### src/rtl/imem_loader.sv
// rtl/imem_loader.sv - framed byte-stream loader that fills instruction memory and gates cpu reset
module imem_loader #(
    parameter int          ADDR_WIDTH     = 13,
    parameter logic [7:0]  SYNC_BYTE      = 8'hA5,
    parameter int          TIMEOUT_CYCLES = 1000000
) (
    input  logic                  sysclk,
    input  logic                  rst,
    input  logic [7:0]            rx_data,
    input  logic                  rx_valid,
    output logic                  rx_ready,
    output logic [ADDR_WIDTH-1:0] mem_addr,
    output logic [31:0]           mem_wdata,
    output logic                  mem_en,
    output logic [3:0]            mem_we,
    output logic                  cpu_rst,
    output logic                  busy,
    output logic                  done,
    output logic                  error
);
    localparam int TW = $clog2(TIMEOUT_CYCLES + 1);

    typedef enum logic [2:0] {
        S_IDLE, S_LEN_LO, S_LEN_HI, S_DATA, S_WRITE, S_CHK, S_DONE, S_ERR
    } state_t;

    state_t              r_state, w_next;
    logic [7:0]          r_len_lo;
    logic [15:0]         r_len;
    logic [ADDR_WIDTH:0] r_widx;
    logic [1:0]          r_bidx;
    logic [31:0]         r_word;
    logic [7:0]          r_sum;
    logic [TW-1:0]       r_tcnt;

    logic                w_hs;
    logic                w_timed;
    logic                w_timeout;
    logic [15:0]         w_len;
    logic [ADDR_WIDTH:0] w_widx_inc;

    assign w_hs       = rx_valid && rx_ready;
    assign w_timed    = (r_state == S_LEN_LO) || (r_state == S_LEN_HI) ||
                        (r_state == S_DATA)   || (r_state == S_CHK);
    // A byte landing on the expiry cycle is taken rather than discarded.
    assign w_timeout  = w_timed && !w_hs && (r_tcnt == TW'(TIMEOUT_CYCLES - 1));
    assign w_len      = {rx_data, r_len_lo};
    assign w_widx_inc = r_widx + 1'b1;

    always_ff @(posedge sysclk or posedge rst) begin
        if (rst) r_state <= S_IDLE;
        else     r_state <= w_next;
    end

    always_comb begin
        w_next = r_state;
        case (r_state)
            S_IDLE, S_DONE, S_ERR:
                if (w_hs && rx_data == SYNC_BYTE) w_next = S_LEN_LO;
            S_LEN_LO:
                if (w_hs) w_next = S_LEN_HI;
            S_LEN_HI:
                if (w_hs) begin
                    if (w_len == 16'd0)                               w_next = S_CHK;
                    else if (32'(w_len) > (32'd1 << ADDR_WIDTH))      w_next = S_ERR;
                    else                                              w_next = S_DATA;
                end
            S_DATA:
                if (w_hs && r_bidx == 2'd3) w_next = S_WRITE;
            S_WRITE:
                w_next = (32'(w_widx_inc) == 32'(r_len)) ? S_CHK : S_DATA;
            S_CHK:
                if (w_hs) w_next = (rx_data == r_sum) ? S_DONE : S_ERR;
            default:
                w_next = S_IDLE;
        endcase
        if (w_timeout) w_next = S_ERR;
    end

    always_ff @(posedge sysclk or posedge rst) begin
        if (rst) begin
            r_len_lo <= '0;
            r_len    <= '0;
            r_widx   <= '0;
            r_bidx   <= '0;
            r_word   <= '0;
            r_sum    <= '0;
            r_tcnt   <= '0;
        end else begin
            r_tcnt <= (w_timed && !w_hs) ? r_tcnt + 1'b1 : '0;
            if (r_state == S_WRITE) r_widx <= w_widx_inc;
            if (w_hs) begin
                case (r_state)
                    S_LEN_LO: r_len_lo <= rx_data;
                    S_LEN_HI: begin
                        r_len  <= w_len;
                        r_widx <= '0;
                        r_bidx <= '0;
                        r_sum  <= '0;
                    end
                    S_DATA: begin
                        r_word[{r_bidx, 3'b000} +: 8] <= rx_data;
                        r_sum                          <= r_sum + rx_data;
                        r_bidx                         <= r_bidx + 1'b1;
                    end
                    default: ;
                endcase
            end
        end
    end

    // Write port and status are pure decodes of state so reset silences them at once.
    assign mem_en    = (r_state == S_WRITE);
    assign mem_we    = mem_en ? 4'b1111 : 4'b0000;
    assign mem_addr  = r_widx[ADDR_WIDTH-1:0];
    assign mem_wdata = r_word;
    assign rx_ready  = (r_state != S_WRITE);
    assign busy      = w_timed || (r_state == S_WRITE);
    assign done      = (r_state == S_DONE);
    assign error     = (r_state == S_ERR);
    assign cpu_rst   = (r_state != S_DONE);

endmodule

### config.mk
export PLATFORM = sky130hd
export DESIGN_NAME = imem_loader
export DESIGN_NICKNAME = d
export VERILOG_FILES = /design/src/rtl/imem_loader.sv
export SDC_FILE = /design/constraint.sdc
export NUM_CORES = 1
export LEC_CHECK = 0
export ABC_AREA = 0
export BUFFER_PORTS_ARGS = -buffer_cell sky130_fd_sc_hd__buf_2
export CELL_PAD_IN_SITES_DETAIL_PLACEMENT = 1
export CELL_PAD_IN_SITES_GLOBAL_PLACEMENT = 1
export CORE_UTILIZATION = 45
export DETAILED_ROUTE_END_ITERATION = 10
export PLACE_DENSITY = 0.78
export SLEW_MARGIN = 40
export SYNTH_ARGS = -nofsm -noshare
export SYNTH_HDL_FRONTEND = slang
export SYNTH_SLANG_ARGS = --single-unit
export TNS_END_PERCENT = 50
### constraint.sdc
create_clock -name sysclk -period 4.9 [get_ports sysclk]
set_input_delay 0.49 -clock sysclk [delete_from_list [all_inputs] [get_ports sysclk]]
set_output_delay 0.49 -clock sysclk [all_outputs]
set_load 0.03 [all_outputs]
==> results.txt <==
Fin crit share: 0.524
Total number of vias: 4309
Worst-path clk slew: 70 ps
First-pass GRT wire length: 23.7 mm
Clock sinks: 103
DR pass1 iterations: 4
Nets@finish: 640
DRT antenna net count: 0
Largest net degree at the start of global routing: 72
Routed wire length: 13.9 mm
RD Place Congestion: 0.847
Crit path time final: 2570 ps
Clock buffer depth: 2
DRT iter0 DRCs: 239
Post-Syn Instances: 575
F_max: 389 MHz
FF-to-FF path depth: 6
Hold crit path type: in2async
Cell Rows: 39
WP data arrival: 2080 ps
Setup violators final: 0
Endpoints failing hold: 0
Leak pwr: 0.00275 uW
Wire length per cell: 18.3 um
DP HPWL: 9.60 mm
Num ports: 66
Core area: 11700 um2
Synth Register Bits: 103
Setup tns final: 0 ps
Post-CTS setup buffer count: 0
Critical setup path kind: reg2out
Root Buffer: clkbuf_16
Die Ht: 112 um
Final Skew: 7.53 ps
Cts hold-fix bufs: 0
CP max FO: 13
Number of synthesized flops with an enable pin: 0
GR Util All Layers: 0.239
Worst IR drop on VDD: 0.214 mV
CP Capture Type: primary output
Total grt overflow: 0
Die area: 12600 um2
Pwr dens: 603 nW/um2
Reg2reg start: r_widx[3]$_DFF_PP0_
Initial antenna violation count: 0
Synth cell types: 52
Vias in the first global route: 4530
Max-slew headroom: 0.449
Total Power: 3680 uW
DRC: 0
CTS tree: done
Total CTS buffers: 9
R2r endpoint: r_state[2]$_DFFE_PP0P_
CP required: 4410 ps
Unrepaired setup endpoints after global routing: false
Port Buffers: 65
Sequential share of the synthesized area: 0.470
CP startpoint: r_state[2]$_DFFE_PP0P_
Syn. warnings: 0
DIE WIDTH: 112 um
Max H-tree Level: 3
Status: complete, no violations
Worst-skew pair later-pin latency: 350 ps
Slew Limit Fails: 0
R2R Setup Slk: 2450 ps
N_diodes: 0
Max Cap Viol: 0
Area growth syn-to-layout: 11.3%
Post-cts resize count: 0
Cell Area, Synth: 5480 um2
Layout cells sized above 1: 0.191
Post-synth top flop: dfrtp_1
Syn_area_per_cell: 9.53 um2
Mapped Nets: 603
CP endpoint: mem_we[0]
Vias/cell: 5.67
Slew of the pin with the lowest slew margin: 820 ps
Crit start category: flip-flop
Starting density of the core: 0.470
Ys async rst share: 1.00
==> sequential cells by signal (all words and copies together), names as in the netlist <==
name	cells
mem_wdata	32
r_tcnt	20
r_len	16
r_widx	14
r_len_lo	8
r_sum	8
r_state	3
r_bidx	2
==> metal layers <==
metal | track usage | part of all wire | up-vias
li1 | - | - | 2055
met1 | 0.321 | 0.46 | 2173
met2 | 0.390 | 0.49 | 62
met3 | 0.0502 | 0.031 | 19
met4 | 0.0756 | 0.022 | 0
met5 | 0 | 0 | -
==> cell type report <==
type / count / area (um2)
fillers: 1336 / 5560
multi-input cells: 418 / 2640
flip-flops and latches: 103 / 2580
repair buffers: 67 / 340
clock buffers: 10 / 239
well taps: 143 / 179
clock inverters: 6 / 67.6
inverters: 13 / 53.8
==> worst min-delay path by stage <==
stage	endpoint	start	cells past startpoint
2_1_floorplan	r_tcnt[0]$_DFF_PP0_	r_tcnt[0]$_DFF_PP0_	1
3_3_place_gp	mem_wdata[26]$_DFFE_PP0P_	mem_wdata[26]$_DFFE_PP0P_	2
3_5_place_dp	mem_wdata[26]$_DFFE_PP0P_	mem_wdata[26]$_DFFE_PP0P_	2
4_1_cts	r_widx[2]$_DFF_PP0_	rst	2
5_1_grt	r_widx[12]$_DFF_PP0_	rst	2
6_report	r_widx[12]$_DFF_PP0_	rst	2
==> cell families after synthesis <==
group / share of synthesized area
buf+inv: 0.0505
xor+xnor: 0.0783
compound gates: 0.106
fa+ha+maj: 0.0402
simple gates: 0.203
mux: 0.0514
flops: 0.470
==> placed cells by master (no fill, tap or decap), types with 4 or more instances in the layout <==
cell type  count
buf_2         65
nand3_1       21
nor3_1         9
nor2_1        42
mux2_2        25
a31oi_1        5
o211ai_1       4
clkbuf_16      9
nor3b_2        4
nand4_1        8
or3_1          9
xnor2_1       27
xor2_1        22
a21oi_1       15
ha_1          16
nor4_1         7
dfrtp_1      103
and4_1         5
nand2_1       97
o21ai_0       45
inv_1         11
and3_1        11
==> stage by stage <==
step	util	worst slack, ps	hold WS [ps]	cell area [um2]	instances
detailed placement	0.496	2440	466	5790	744
global placement	0.495	2480	457	5770	744
finish	0.523	2330	236	6100	760
floorplan	-	1710	448	5480	575
global route	0.523	2180	291	6100	760
CTS	0.522	2330	262	6090	760
==> critical path, cell delays in order (launching register included) <==
cell,delay [ps]
dfrtp_1,600
inv_1,150
or3_1,500
inv_2,220
buf_2,240
==> synthesized netlist by cell type, drive strengths merged (2+ instances only) <==
master  number  area [um2]
dfrtp      103        2580
nand2       97         364
o21ai       45         225
nor2        42         158
xnor2       27         236
mux2        25         282
buf         23         160
xor2        22         193
nand3       21         105
clkbuf      18        67.6
ha          16         200
a21oi       15        75.1
inv         13        48.8
and3        11        68.8
nor3         9        45.0
or3          9        56.3
nand4        8        50.1
nor4         7        43.8
a31oi        5        31.3
and4         5        43.8
nand2b       4        27.5
nor3b        4        35.0
o211ai       4        30.0
a21o         3        22.5
a22o         3        26.3
and2         3        18.8
nand4b       3        26.3
nor2b        3        18.8
o31ai        3        22.5
or4          3        22.5
a211o        2        17.5
a211oi       2        15.0
o22a         2        20.0
o41ai        2        17.5
==> power by group <==
part	switching [uW]	total (uW)	internal, uW	leakage, uW
combinational	918	1510	596	0.00125
clock	337	750	412	0.000145
sequential	312	1410	1100	0.00136
total	1570	3680	2110	0.00275
Power figures use the tool's default switching activity.
